==> src/rtl/timer_pkg.sv <==
// Shared register indices, compare-output modes and CTRL layout for the
// compare timer peripheral.
package timer_pkg;

    localparam logic [2:0] REG_CTRL     = 3'd0;
    localparam logic [2:0] REG_PRESCALE = 3'd1;
    localparam logic [2:0] REG_COMPARE  = 3'd2;
    localparam logic [2:0] REG_COUNTER  = 3'd3;
    localparam logic [2:0] REG_STATUS   = 3'd4;

    typedef enum logic [1:0] {
        MODE_OFF    = 2'b00,
        MODE_TOGGLE = 2'b01,
        MODE_PULSE  = 2'b10,
        MODE_PWM    = 2'b11
    } mode_e;

    localparam int CTRL_EN         = 0;
    localparam int CTRL_MODE_LO    = 1;
    localparam int CTRL_MODE_HI    = 2;
    localparam int CTRL_AUTORELOAD = 3;
    localparam int CTRL_IRQEN      = 4;

    // Field order mirrors the CTRL bit positions (en is bit 0).
    typedef struct packed {
        logic  irqen;
        logic  autoreload;
        mode_e mode;
        logic  en;
    } ctrl_t;

endpackage

==> src/rtl/compare_timer_if.sv <==
// Peripheral data bus slice seen by one compare timer instance.
interface compare_timer_if;
    logic        sel;
    logic        we;
    logic [2:0]  addr;
    logic [31:0] wdata;
    logic [31:0] rdata;

    modport master (output sel, we, addr, wdata, input  rdata);
    modport slave  (input  sel, we, addr, wdata, output rdata);
endinterface

==> src/rtl/timer_prescaler.sv <==
// Clock divider: one-cycle tick every (divisor+1) enabled clocks.
module timer_prescaler #(
    parameter int PRESCALE_WIDTH = 16
) (
    input  logic                      i_clk,
    input  logic                      i_reset,
    input  logic                      i_en,
    input  logic                      i_clear,
    input  logic [PRESCALE_WIDTH-1:0] i_divisor,
    output logic                      o_tick
);
    logic [PRESCALE_WIDTH-1:0] r_pcnt;

    assign o_tick = i_en && (r_pcnt == i_divisor);

    always_ff @(posedge i_clk) begin
        if (i_reset)
            r_pcnt <= '0;
        else if (i_clear || o_tick)
            r_pcnt <= '0;
        else if (i_en)
            r_pcnt <= r_pcnt + 1'b1;
    end
endmodule

==> src/rtl/compare_timer.sv <==
// Memory-mapped up-counter with compare register, compare output pin
// (off/toggle/pulse/PWM) and a level interrupt on the sticky MATCH flag.
module compare_timer
    import timer_pkg::*;
#(
    parameter int WIDTH          = 16,
    parameter int PRESCALE_WIDTH = 16
) (
    input  logic            i_clk,
    input  logic            i_reset,
    compare_timer_if.slave  bus,
    output logic            o_cmp_out,
    output logic            o_irq
);
    ctrl_t                     r_ctrl;
    logic [PRESCALE_WIDTH-1:0] r_prescale;
    logic [WIDTH-1:0]          r_compare;
    logic [WIDTH-1:0]          r_counter;
    logic                      r_match;
    logic                      r_cmp;
    logic                      r_irq;
    logic [31:0]               r_rdata;

    logic             w_wr, w_rd, w_cnt_wr, w_pre_wr, w_status_clr;
    logic             w_tick, w_match_evt;
    logic [WIDTH-1:0] w_counter_next;
    logic [31:0]      w_rd_val;
    ctrl_t            w_ctrl_wdata;

    assign w_wr         = bus.sel && bus.we;
    assign w_rd         = bus.sel && !bus.we;
    assign w_cnt_wr     = w_wr && (bus.addr == REG_COUNTER);
    assign w_pre_wr     = w_wr && (bus.addr == REG_PRESCALE);
    assign w_status_clr = w_wr && (bus.addr == REG_STATUS) && bus.wdata[0];

    assign w_ctrl_wdata = '{irqen:      bus.wdata[CTRL_IRQEN],
                            autoreload: bus.wdata[CTRL_AUTORELOAD],
                            mode:       mode_e'(bus.wdata[CTRL_MODE_HI:CTRL_MODE_LO]),
                            en:         bus.wdata[CTRL_EN]};

    timer_prescaler #(.PRESCALE_WIDTH(PRESCALE_WIDTH)) u_prescaler (
        .i_clk     (i_clk),
        .i_reset   (i_reset),
        .i_en      (r_ctrl.en),
        .i_clear   (w_cnt_wr || w_pre_wr),
        .i_divisor (r_prescale),
        .o_tick    (w_tick)
    );

    // A bus load of COUNTER swallows any same-cycle tick, including its match.
    assign w_match_evt = w_tick && !w_cnt_wr && (r_counter == r_compare);

    always_comb begin
        w_counter_next = r_counter;
        if (w_cnt_wr)
            w_counter_next = bus.wdata[WIDTH-1:0];
        else if (w_match_evt && r_ctrl.autoreload)
            w_counter_next = '0;
        else if (w_tick)
            w_counter_next = r_counter + 1'b1;
    end

    always_comb begin
        w_rd_val = '0;
        case (bus.addr)
            REG_CTRL:     w_rd_val = {27'd0, r_ctrl};
            REG_PRESCALE: w_rd_val = 32'(r_prescale);
            REG_COMPARE:  w_rd_val = 32'(r_compare);
            REG_COUNTER:  w_rd_val = 32'(r_counter);
            REG_STATUS:   w_rd_val = {31'd0, r_match};
            default:      w_rd_val = '0;
        endcase
    end

    always_ff @(posedge i_clk) begin
        if (i_reset) begin
            r_ctrl     <= '0;
            r_prescale <= '0;
            r_compare  <= '0;
            r_counter  <= '0;
            r_match    <= 1'b0;
            r_cmp      <= 1'b0;
            r_irq      <= 1'b0;
            r_rdata    <= '0;
        end else begin
            if (w_wr) begin
                case (bus.addr)
                    REG_CTRL:     r_ctrl     <= w_ctrl_wdata;
                    REG_PRESCALE: r_prescale <= bus.wdata[PRESCALE_WIDTH-1:0];
                    REG_COMPARE:  r_compare  <= bus.wdata[WIDTH-1:0];
                    default: ;
                endcase
            end
            r_counter <= w_counter_next;

            // Set has priority over a same-cycle software clear.
            if (w_match_evt)
                r_match <= 1'b1;
            else if (w_status_clr)
                r_match <= 1'b0;
            r_irq <= r_match & r_ctrl.irqen;

            case (r_ctrl.mode)
                MODE_OFF:    r_cmp <= 1'b0;
                MODE_TOGGLE: r_cmp <= r_cmp ^ w_match_evt;
                MODE_PULSE:  r_cmp <= w_match_evt;
                MODE_PWM:    if (w_tick) r_cmp <= (w_counter_next < r_compare);
            endcase

            if (w_rd)
                r_rdata <= w_rd_val;
        end
    end

    assign bus.rdata = r_rdata;
    assign o_cmp_out = r_cmp;
    assign o_irq     = r_irq;
endmodule

==> src/flat_wrapper.sv <==
// flat-port wrapper written by rule: the top's interface ports become plain ports
module compare_timer_flat import timer_pkg::*;
#(
    parameter int WIDTH          = 16,
    parameter int PRESCALE_WIDTH = 16
)
  (i_clk, i_reset, o_cmp_out, o_irq, bus_sel, bus_we, bus_addr, bus_wdata, bus_rdata);
  compare_timer_if bus_i ();
  input  logic i_clk;
  input  logic i_reset;
  output logic o_cmp_out;
  output logic o_irq;
  input wire logic [$bits(bus_i.sel)-1:0] bus_sel;
  input wire logic [$bits(bus_i.we)-1:0] bus_we;
  input wire logic [$bits(bus_i.addr)-1:0] bus_addr;
  input wire logic [$bits(bus_i.wdata)-1:0] bus_wdata;
  output wire logic [$bits(bus_i.rdata)-1:0] bus_rdata;
  assign bus_i.sel = bus_sel;
  assign bus_i.we = bus_we;
  assign bus_i.addr = bus_addr;
  assign bus_i.wdata = bus_wdata;
  assign bus_rdata = bus_i.rdata;
  compare_timer #(.WIDTH(WIDTH), .PRESCALE_WIDTH(PRESCALE_WIDTH)) u_core (.i_clk(i_clk), .i_reset(i_reset), .bus(bus_i), .o_cmp_out(o_cmp_out), .o_irq(o_irq));
endmodule
==> config.mk <==
export PLATFORM = sky130hd
export DESIGN_NAME = compare_timer_flat
export DESIGN_NICKNAME = d
export VERILOG_FILES = /design/src/rtl/timer_pkg.sv /design/src/rtl/compare_timer_if.sv /design/src/rtl/timer_prescaler.sv /design/src/rtl/compare_timer.sv /design/src/flat_wrapper.sv
export SDC_FILE = /design/constraint.sdc
export NUM_CORES = 1
export LEC_CHECK = 0
export CORE_MARGIN = 2
export CORE_UTILIZATION = 39
export CTS_BUF_LIST = sky130_fd_sc_hd__clkbuf_2 sky130_fd_sc_hd__clkbuf_4 sky130_fd_sc_hd__clkbuf_8
export DETAILED_ROUTE_END_ITERATION = 10
export HOLD_SLACK_MARGIN = 0.03
export SETUP_SLACK_MARGIN = 0.2
export SLEW_MARGIN = 5
export SYNTH_ARGS = -nofsm -noshare
export SYNTH_HDL_FRONTEND = slang
export SYNTH_SLANG_ARGS = --single-unit
==> constraint.sdc <==
create_clock -name i_clk -period 5 [get_ports i_clk]
set_input_delay 1 -clock i_clk [delete_from_list [all_inputs] [get_ports i_clk]]
set_output_delay 1 -clock i_clk [all_outputs]
set_load 0.1 [all_outputs]
## After elaboration in Yosys (flattened, before gate mapping)

Index checks and enable logic that the tools add are counted.
Widths: inputs -> output; s select.

- Register bits: 104
- Word-level logic and storage cells: 56

- Add/subtract/negate cells: 2
- Order comparisons: 1
- Equal/unequal tests: 10
- Multiplexer cells: 8
- Bitwise logic cells: 2
- Reductions and logical operators: 21

Operators by type and width:

| operator | count |
|---|---|
| $pmux 16 s5 | 1 |
| $mux 16 | 3 |
| $add 16x1->16 const B | 2 |
| $eq 16x16->1 | 2 |
| $lt 16x16->1 | 1 |
| $logic_and 1x1->1 | 10 |
| $eq 3x2->1 const B | 2 |
| $reduce_and 2->1 | 3 |
| $eq 2x2->1 const B | 2 |
| $pmux 1 s4 | 1 |
| $eq 3x1->1 const B | 1 |
| $eq 3x3->1 const B | 1 |
| $logic_not 3->1 | 1 |
| $mux 1 | 3 |
| $eq 2x1->1 const B | 1 |
| $logic_not 1->1 | 2 |
| $logic_not 2->1 | 1 |
| $logic_or 1x1->1 | 2 |
| $ne 2x2->1 const B | 1 |
| $reduce_bool 2->1 | 1 |
| $reduce_or 2->1 | 1 |
| $and 1x1->1 | 1 |
| $xor 1x1->1 | 1 |

## Logic depth before layout (Yosys ltp)

Gate-level depths: netlist of run 1.

- Depth in word-level cells: 11
- Mapped depth: 16

## Cells and area by module

From an unflattened synthesis of run 1, not the netlist that was laid out.

- Cells, all modules: 611
- Area total of the unflattened synthesis: 5047.3 um^2

Modules (own cells, without submodules):

| module | instances | cells each | area an instance (um^2) |
|---|---|---|---|
| compare_timer | 1 | 505 | 4057.6 |
| timer_prescaler | 1 | 106 | 989.7 |

## Worst setup path before layout of run 1

No wires, ideal clock.

- Path kind: input -> register
- From: input port bus_we
- To: register u_core.r_cmp, in the netlist u_core.o_cmp_out
- Library setup time: 92 ps
- Arrival: 3388 ps
- Data required time: 4908 ps
- Slack: 1520 ps
- Stages on the path: 14
- Path through: nand2_1 nor3b_1 and2_1 clkbuf_1 clkbuf_1 nand2_1 o21ai_2 ha_1 a21o_1 a21o_1 a21oi_1 and3_1 a31oi_1 o32ai_1

- Cells in the longest elaborated chain, start to end: 11

RTL lines:

| element | line | source |
|---|---|---|
| start, declared | flat_wrapper.sv:14 | `input wire logic [$bits(bus_i.we)-1:0] bus_we;` |
| $logic_and 1x1->1 (*) | compare_timer.sv:30 | `assign w_wr = bus.sel && bus.we;` |
| $logic_and 1x1->1 (*) | compare_timer.sv:32 | `assign w_cnt_wr = w_wr && (bus.addr == REG_COUNTER);` |
| $logic_not 1->1 | compare_timer.sv:51 | `assign w_match_evt = w_tick && !w_cnt_wr && (r_counter == r_compare);` |
| $logic_and 1x1->1 (2 in a row) | compare_timer.sv:51 |  |
| $logic_and 1x1->1 | compare_timer.sv:57 | `else if (w_match_evt && r_ctrl.autoreload)` |
| $mux 16 | compare_timer.sv:57 |  |
| $mux 16 (*) | compare_timer.sv:55 | `if (w_cnt_wr)` |
| net u_core.w_counter_next[5] | compare_timer.sv:26 | `logic [WIDTH-1:0] w_counter_next;` |
| $lt 16x16->1 (*) | compare_timer.sv:107 | `MODE_PWM: if (w_tick) r_cmp <= (w_counter_next < r_compare);` |
| $mux 1 (*) | compare_timer.sv:107 |  |
| $pmux 1 s4 (*) | compare_timer.sv:103 | `case (r_ctrl.mode)` |
| end signal, assigned | compare_timer.sv:105 | `MODE_TOGGLE: r_cmp <= r_cmp ^ w_match_evt;` |
| end signal, assigned | compare_timer.sv:106 | `MODE_PULSE: r_cmp <= w_match_evt;` |
| end signal, assigned | compare_timer.sv:107 |  |
| end, declared | compare_timer.sv:20 | `logic r_cmp;` |

The timed path passes the listed nets; every way through them passes the cells marked *. The select of a mux whose other input is x is not followed.
A chain may end at the register's enable or synchronous reset.

## Final worst setup path of run 1

- From: register u_core.r_compare[5]
- To: register u_core.r_cmp, in the netlist u_core.o_cmp_out

- Cells in the longest elaborated chain, start to end: 8

RTL lines:

| element | line | source |
|---|---|---|
| start, declared | compare_timer.sv:17 | `logic [WIDTH-1:0] r_compare;` |
| start signal, assigned | compare_timer.sv:90 | `REG_COMPARE: r_compare <= bus.wdata[WIDTH-1:0];` |
| $eq 16x16->1 | compare_timer.sv:51 |  |
| $logic_and 1x1->1 | compare_timer.sv:51 |  |
| $logic_and 1x1->1 | compare_timer.sv:57 |  |
| $mux 16 | compare_timer.sv:57 |  |
| $mux 16 | compare_timer.sv:55 |  |
| net u_core.w_counter_next[9] | compare_timer.sv:26 |  |
| $lt 16x16->1 | compare_timer.sv:107 |  |
| $mux 1 | compare_timer.sv:107 |  |
| $pmux 1 s4 | compare_timer.sv:103 |  |

The timed path passes the listed nets, and every way through them passes these cells. The select of a mux whose other input is x is not followed.

==> results of run 1 <==
[cell usage in the layout, fill, tap and decap left out, types with 12 or more instances in the layout]
cell / netlist / final
dfxtp_1: 88 / 88
nor2_1: 68 / 68
nand2_1: 64 / 64
clkdlybuf4s50_1: 0 / 39
xor2_1: 36 / 36
nand4_1: 24 / 24
mux2i_1: 24 / 24
xnor2_1: 23 / 23
a21oi_1: 20 / 20
ha_1: 17 / 17
inv_1: 16 / 16
a22oi_1: 16 / 16
conb_1: 1 / 16
nor2b_1: 15 / 15
o21ai_2: 13 / 13
clkbuf_8: 0 / 12
[cell families (layout without fill, tap and decap cells)]
| group | Yosys count | in the layout | share of synthesized area |
|---|---|---|---|
| AND/OR/NAND/NOR | 223 | 223 | 0.2209 |
| XOR/XNOR | 61 | 61 | 0.1087 |
| other | 1 | 16 | 0.0007422 |
| multiplexers | 39 | 39 | 0.08990 |
| buffers and inverters | 65 | 78 | 0.06711 |
| AO/OA/AOI/OAI | 86 | 86 | 0.1218 |
| adder cells (fa/ha/maj) | 17 | 17 | 0.04210 |
| flip-flops | 88 | 88 | 0.3487 |
[worst max path at each step]
stage                                       startpoint                to  slack, ns  cells after the start
after floorplan                                 bus_we  u_core.o_cmp_out       1.52                     14
after global placement                         bus_sel  u_core.o_cmp_out       0.74                     15
after detailed placement                       bus_sel  u_core.o_cmp_out       0.66                     15
after CTS                 u_core.u_prescaler.r_pcnt[7]  u_core.o_cmp_out        1.0                     14
after global routing      u_core.u_prescaler.r_pcnt[7]  u_core.o_cmp_out       0.72                     14
final                              u_core.r_compare[5]  u_core.o_cmp_out       0.96                     14
[power by group through the flow]
| stage | logic [mW] | registers [mW] | clock network, mW |
|---|---|---|---|
| after floorplan | 0.145 | 0.732 | 0 |
| after global placement | 0.184 | 0.732 | 0 |
| after detailed placement | 0.186 | 0.732 | 0 |
| after CTS | 0.186 | 0.716 | 0.493 |
| after global routing | 0.200 | 0.717 | 0.519 |
| final | 0.187 | 0.716 | 0.477 |
[metal layers]
metal	track usage	vias to the layer above	part of all wire	routed length, um
met3	0.05184	16	0.046	600
li1	-	2015	-	-
met5	0	-	0	0
met4	0.05572	0	0.014	190
met1	0.2495	1925	0.45	5916
met2	0.3223	90	0.49	6429
[state kept, by name, summed over array words and instances, names as in the netlist]
register and flops:
u_core.bus.rdata 16, u_core.r_compare 16, u_core.r_counter 16, u_core.r_prescale 16, u_core.u_prescaler.r_pcnt 16, u_core.r_ctrl 5, u_core.o_cmp_out 1, u_core.o_irq 1
u_core.r_match 1
[worst reg2reg max path: cells and delay by family, from the launching register on]
kind,cells,cell delay [ns]
AO/OA/AOI/OAI,7,1.87
XOR/XNOR,1,0.27
adder cells (fa/ha/maj),1,0.32
flip-flops,1,0.37
AND/OR/NAND/NOR,5,1.12
[final cells by class]
cell class	count	area, sq um	area share
clock buffers	13	172.7	0.03044
clock inverters	3	15.01	0.002647
inverters	16	60.06	0.01059
multi-input cells	442	3008	0.5302
flip-flops and latches	88	1762	0.3105
well taps	172	215.2	0.03794
repair buffers	46	440.4	0.07764
==> flow_summary.json, run 1 <==
{
  "syn_inst": 580,
  "antenna_left": 0,
  "area_growth_syn_to_layout_pct": 12.28,
  "setup_slack_ns": 0.9598,
  "hp-start": "u_core.r_match",
  "dp_cells": 764,
  "irDropWorstVdd_v": 0.0002234,
  "rsz0062_at_grt": "no",
  "p_leak_nw": 2.270,
  "dpl_cell_area_sq_mm": 0.005485,
  "relSlewSlack": 0.2148,
  "synth.top_cell.area_share": 0.3487,
  "final_layout_size_suffix_gt1_frac": 0.1069,
  "cts_tree": "built",
  "yosys_warnings": 0,
  "setup_tns_ns": 0,
  "synth-seq-cells": 88,
  "clk_pin_slew_ns": 0.08,
  "cpPeakStageDelay_ns": 0.55,
  "finalHoldViolations": 0,
  "worst_pin_slew_ns": 1.175,
  "yosys.cell_count.top_type": "dfxtp_1",
  "netlist_area_sq_mm": 0.005052,
  "ctsHoldBuffers": 0,
  "place.gp.congestion": 0.8671,
  "power.share.clock": 0.346,
  "drc_errors": 0,
  "p_int_mw": 0.9839,
  "combPwrFrac": 0.135,
  "finalSetupViolations": 0,
  "synth_common_cells": "dfxtp_1 (88), nor2_1 (68), nand2_1 (64), xor2_1 (36)",
  "worstSetupPathType": "reg -> reg",
  "grt.total_usage": 0.1948,
  "yosysTopAreaCell": "dfxtp_1",
  "grt_max_degree": 47,
  "worstHoldEndpoint": "u_core.o_irq",
  "worst_setup_path_end_kind": "flip-flop",
  "r2r_cells": 14,
  "gr-total-overflow": 0,
  "dr.pass1.iters": 4,
  "yosysUniqueCellTypes": 52,
  "row_count": 41,
  "vias_per_cell": 5.187,
  "dp_hpwl_mm": 9.832,
  "whs_ns": 0.4805,
  "power_frac_seq": 0.519,
  "start_kind": "flip-flop",
  "fin_cells": 780,
  "cts_sinks": 88,
  "post-cts-setup-buffer-count": 0,
  "fin_nets": 659,
  "regToRegSetupSlack_ns": 0.96,
  "ys_seq_area_frac": 0.3487,
  "critPathArrivalTime_ns": 4.32,
  "hold_path_class": "reg -> reg",
  "slew_viol_final": 0,
  "reg2reg_to": "u_core.o_cmp_out",
  "initialDrtViolationCount": 236,
  "hold_path_depth": 2,
  "start_util": 0.4004,
  "routed_wl_mm": 13.14,
  "cts_resized": 0,
  "max-clock-path-buffers": 2,
  "period_share": 0.8080,
  "synth_ff_type": "dfxtp_1",
  "power_per_cell_area_mw_per_mm2": 243.1,
  "clock_latency_ns": 0.37,
  "max_freq_mhz": 247.5,
  "reg2reg_from": "u_core.r_compare[5]",
  "crit_family": "compound AO/OA/AOI/OAI gates",
  "antenna_found_initial": 0,
  "ys_top_cells_by_area": "dfxtp_1 (35%), xor2_1 (6.2%), nor2_1 (5.1%)",
  "stdcell_area_sq_mm": 0.005673,
  "num_antenna_cells": 0,
  "utilization": 0.4495,
  "die_x_um": 117.8,
  "cts_made_buffers": 9,
  "crit_buf_inv": 0,
  "synthArstFlopShare": 0,
  "htree_levels": 3,
  "maxCapViolCount": 0,
  "cp.required_ns": 5.28,
  "ioPinCount": 73,
  "path_max_fanout": 14,
  "grt_pass1_wl_mm": 21.26,
  "io_buffer_count": 40,
  "power_switching_share": 0.2865,
  "grt_pass1_vias": 3977,
  "p_total_mw": 1.379,
  "core_area_sq_mm": 0.01262,
  "place_ws_ns": 0.6565,
  "power.switching_mw": 0.3950,
  "die-area_sq_mm": 0.01388,
  "path_cells": "xnor2_1, nand4_1, nor4_2, nand3_2, o21ai_4, o21ai_2, ha_1, a21o_1, a21o_1, a21oi_1, nor2_1, a2111oi_0, nor2_1, o32ai_1",
  "avgSynthCellArea_sq_um": 8.711,
  "period_needed_ns": 4.040,
  "fillCellCount": 1286,
  "wire_per_inst_um": 16.84,
  "outcome": "finished, final reports clean",
  "worst_path_max_delay_cell": "o21ai_4",
  "vias": 4046,
  "cts_root_buf": "clkbuf_8",
  "skew_ns": 0.009803,
  "die_h_um": 117.8,
  "synth-edff-count": 0
}
Power figures use the tool's default switching activity.
==> inputs of run 2 (changes only) <==
==> constraint.sdc (replaced) <==
create_clock -name i_clk -period 3.4 [get_ports i_clk]
set_input_delay 0.68 -clock i_clk [delete_from_list [all_inputs] [get_ports i_clk]]
set_output_delay 0.68 -clock i_clk [all_outputs]
set_load 0.1 [all_outputs]
==> run 2 against run 1 <==
Effect of this change: count of clock-buffer cells in the layout fell by 2; routed wire length increased by 8.1%; final area grew 8.9%; hold slack better by 0.0035 ns; sequential share of layout area fell by 2.5 points; cell count is 8.2% higher; clock power rose by 47%; combinational power is 74% higher; largest power group unchanged; highest routed layer unchanged.
==> flow_summary.json, run 2 (synthesis gave the netlist of run 1 again) <==
{
  "final_layout_size_suffix_gt1_frac": 0.2277,
  "hold_path_depth": 2,
  "outcome": "finished, final reports clean",
  "routed_wl_mm": 14.20,
  "wire_per_inst_um": 16.83,
  "path_max_fanout": 4,
  "cts_made_buffers": 9,
  "worst_path_max_delay_cell": "nor4_4",
  "place.gp.congestion": 0.9054,
  "power.share.clock": 0.338,
  "power.switching_mw": 0.6221,
  "grt_pass1_wl_mm": 22.76,
  "power_per_cell_area_mw_per_mm2": 335.5,
  "worstSetupPathType": "reg -> reg",
  "critical_path_depth": 15,
  "slew_viol_final": 0,
  "rsz0062_at_grt": "yes",
  "finalHoldViolations": 0,
  "max-clock-path-buffers": 2,
  "period_share": 0.9701,
  "cpPeakStageDelay_ns": 0.37,
  "dr.pass1.iters": 5,
  "drc_errors": 0,
  "start_util": 0.4004,
  "grt.total_usage": 0.2113,
  "antenna_left": 0,
  "clock_latency_ns": 0.38,
  "initialDrtViolationCount": 235,
  "crit_top_cell": "buf_4",
  "vias": 4439,
  "path_cells": "xnor2_2, nand4_1, nor4_4, buf_4, nand3_4, o21ai_4, buf_4, buf_4, o21ai_1, ha_1, nand4_1, a211oi_1, o21ai_1, a31oi_1, o32ai_1",
  "cts_root_buf": "clkbuf_8",
  "power_frac_seq": 0.506,
  "irDropWorstVdd_v": 0.0002172,
  "crit_family": "compound AO/OA/AOI/OAI gates",
  "row_count": 41,
  "p_int_mw": 1.451,
  "cts_tree": "built",
  "combPwrFrac": 0.157,
  "final_cell_mix": "dfxtp_1 (84), buf_4 (83), nor2_1 (68), nand2_1 (64), xor2_1 (36)",
  "hold_path_class": "reg -> reg",
  "grtUsageMet2": 0.3517,
  "dp_cells": 824,
  "skew_ns": 0.01088,
  "p_total_mw": 2.073,
  "die_h_um": 117.8,
  "grt_use_met1": 0.2698,
  "final_common_cell": "dfxtp_1",
  "worst_pin_slew_ns": 0.9753,
  "grt_max_degree": 43,
  "power_switching_share": 0.3001,
  "r2r_cells": 15,
  "antenna_found_initial": 0,
  "vias_per_cell": 5.259,
  "start_kind": "flip-flop",
  "cp.required_ns": 3.64,
  "cts_sinks": 88,
  "die-area_sq_mm": 0.01388,
  "core_area_sq_mm": 0.01262,
  "gr-total-overflow": 0,
  "fin_nets": 723,
  "relSlewSlack": 0.3478,
  "period_needed_ns": 3.298,
  "critPathArrivalTime_ns": 3.54,
  "crit_buf_inv": 3,
  "htree_levels": 3,
  "maxCapViolCount": 0,
  "fin_cells": 844,
  "dp_hpwl_mm": 10.80,
  "p_leak_nw": 2.637,
  "groute.layer.met3.usage": 0.04457,
  "clk_pin_slew_ns": 0.09,
  "utilization": 0.4896,
  "ctsHoldBuffers": 0,
  "die_x_um": 117.8,
  "max_freq_mhz": 303.2,
  "finalSetupViolations": 0,
  "grt.busiest_layer": "met2",
  "worst_setup_path_end_kind": "flip-flop",
  "io_buffer_count": 40,
  "grt_pass1_vias": 4261,
  "area_growth_syn_to_layout_pct": 22.29,
  "num_antenna_cells": 0,
  "ioPinCount": 73
}
run 2: changes by cell type in the layout (fill, tap and decap cells not counted), moves of 2 or more:
cell             previous run  this run
dfxtp_1                    88        84
a21oi_1                    20        18
a21oi_2                     0         2
xnor2_2                     1         4
xnor2_1                    23        20
buf_4                       6        83
clkdlybuf4s50_1            39        25
dfxtp_2                     0         4
run 2: through the flow:
stage	area, sq um	worst slack, ns	hold slack [ns]	setup TNS (ns)
finish	6178	0.1016	0.4840	0
global route	6178	-0.07565	0.5084	-0.07565
CTS	6153	0.1713	0.4885	0
detailed placement	5901	-0.3123	0.4684	-0.3123
global placement	5901	-0.2872	0.4691	-0.2872
floorplan	5109	0.2395	0.4191	0
run 2: worst paths after layout:
path                  startpoint          endpoint  slack [ns]
max reg2reg  u_core.r_counter[5]  u_core.o_cmp_out        0.10
max          u_core.r_counter[5]  u_core.o_cmp_out        0.10
min reg2reg       u_core.r_match      u_core.o_irq        0.48
min               u_core.r_match      u_core.o_irq        0.48
run 2: area by class of cell:
type	instances	area [sq um]
Inverter	16	60.06
Timing Repair Buffer	110	889.6
Clock inverter	5	31.28
Sequential cell	88	1767
Clock buffer	11	151.4
Tap cell	172	215.2
Multi-Input combinational cell	442	3064
Fill cell	1286	6441
run 2: worst min-delay path, cell delays in order (launching register included):
cell	delay, ns
dfxtp_1	0.33
nand2_1	0.07
nor2_1	0.04
run 2: layer usage:
metal  up-vias  part of all wire
met5         -                 0
met4         0             0.019
met3        19             0.055
met2       141              0.48
met1      2141              0.45
li1       2138                 -
run 2: power by group through the flow:
| stage | logic (mW) | clock network [mW] | registers [mW] |
|---|---|---|---|
| after floorplan | 0.213 | 0 | 1.08 |
| after global placement | 0.308 | 0 | 1.07 |
| after detailed placement | 0.311 | 0 | 1.07 |
| after CTS | 0.320 | 0.717 | 1.05 |
| after global routing | 0.344 | 0.766 | 1.05 |
| final | 0.325 | 0.700 | 1.05 |
run 2: what timing repair did:
item,CTS,global route
resized for setup,11,5
setup buffers,3,1
pin swaps,15,7
endpoints found under the setup margin,1,1
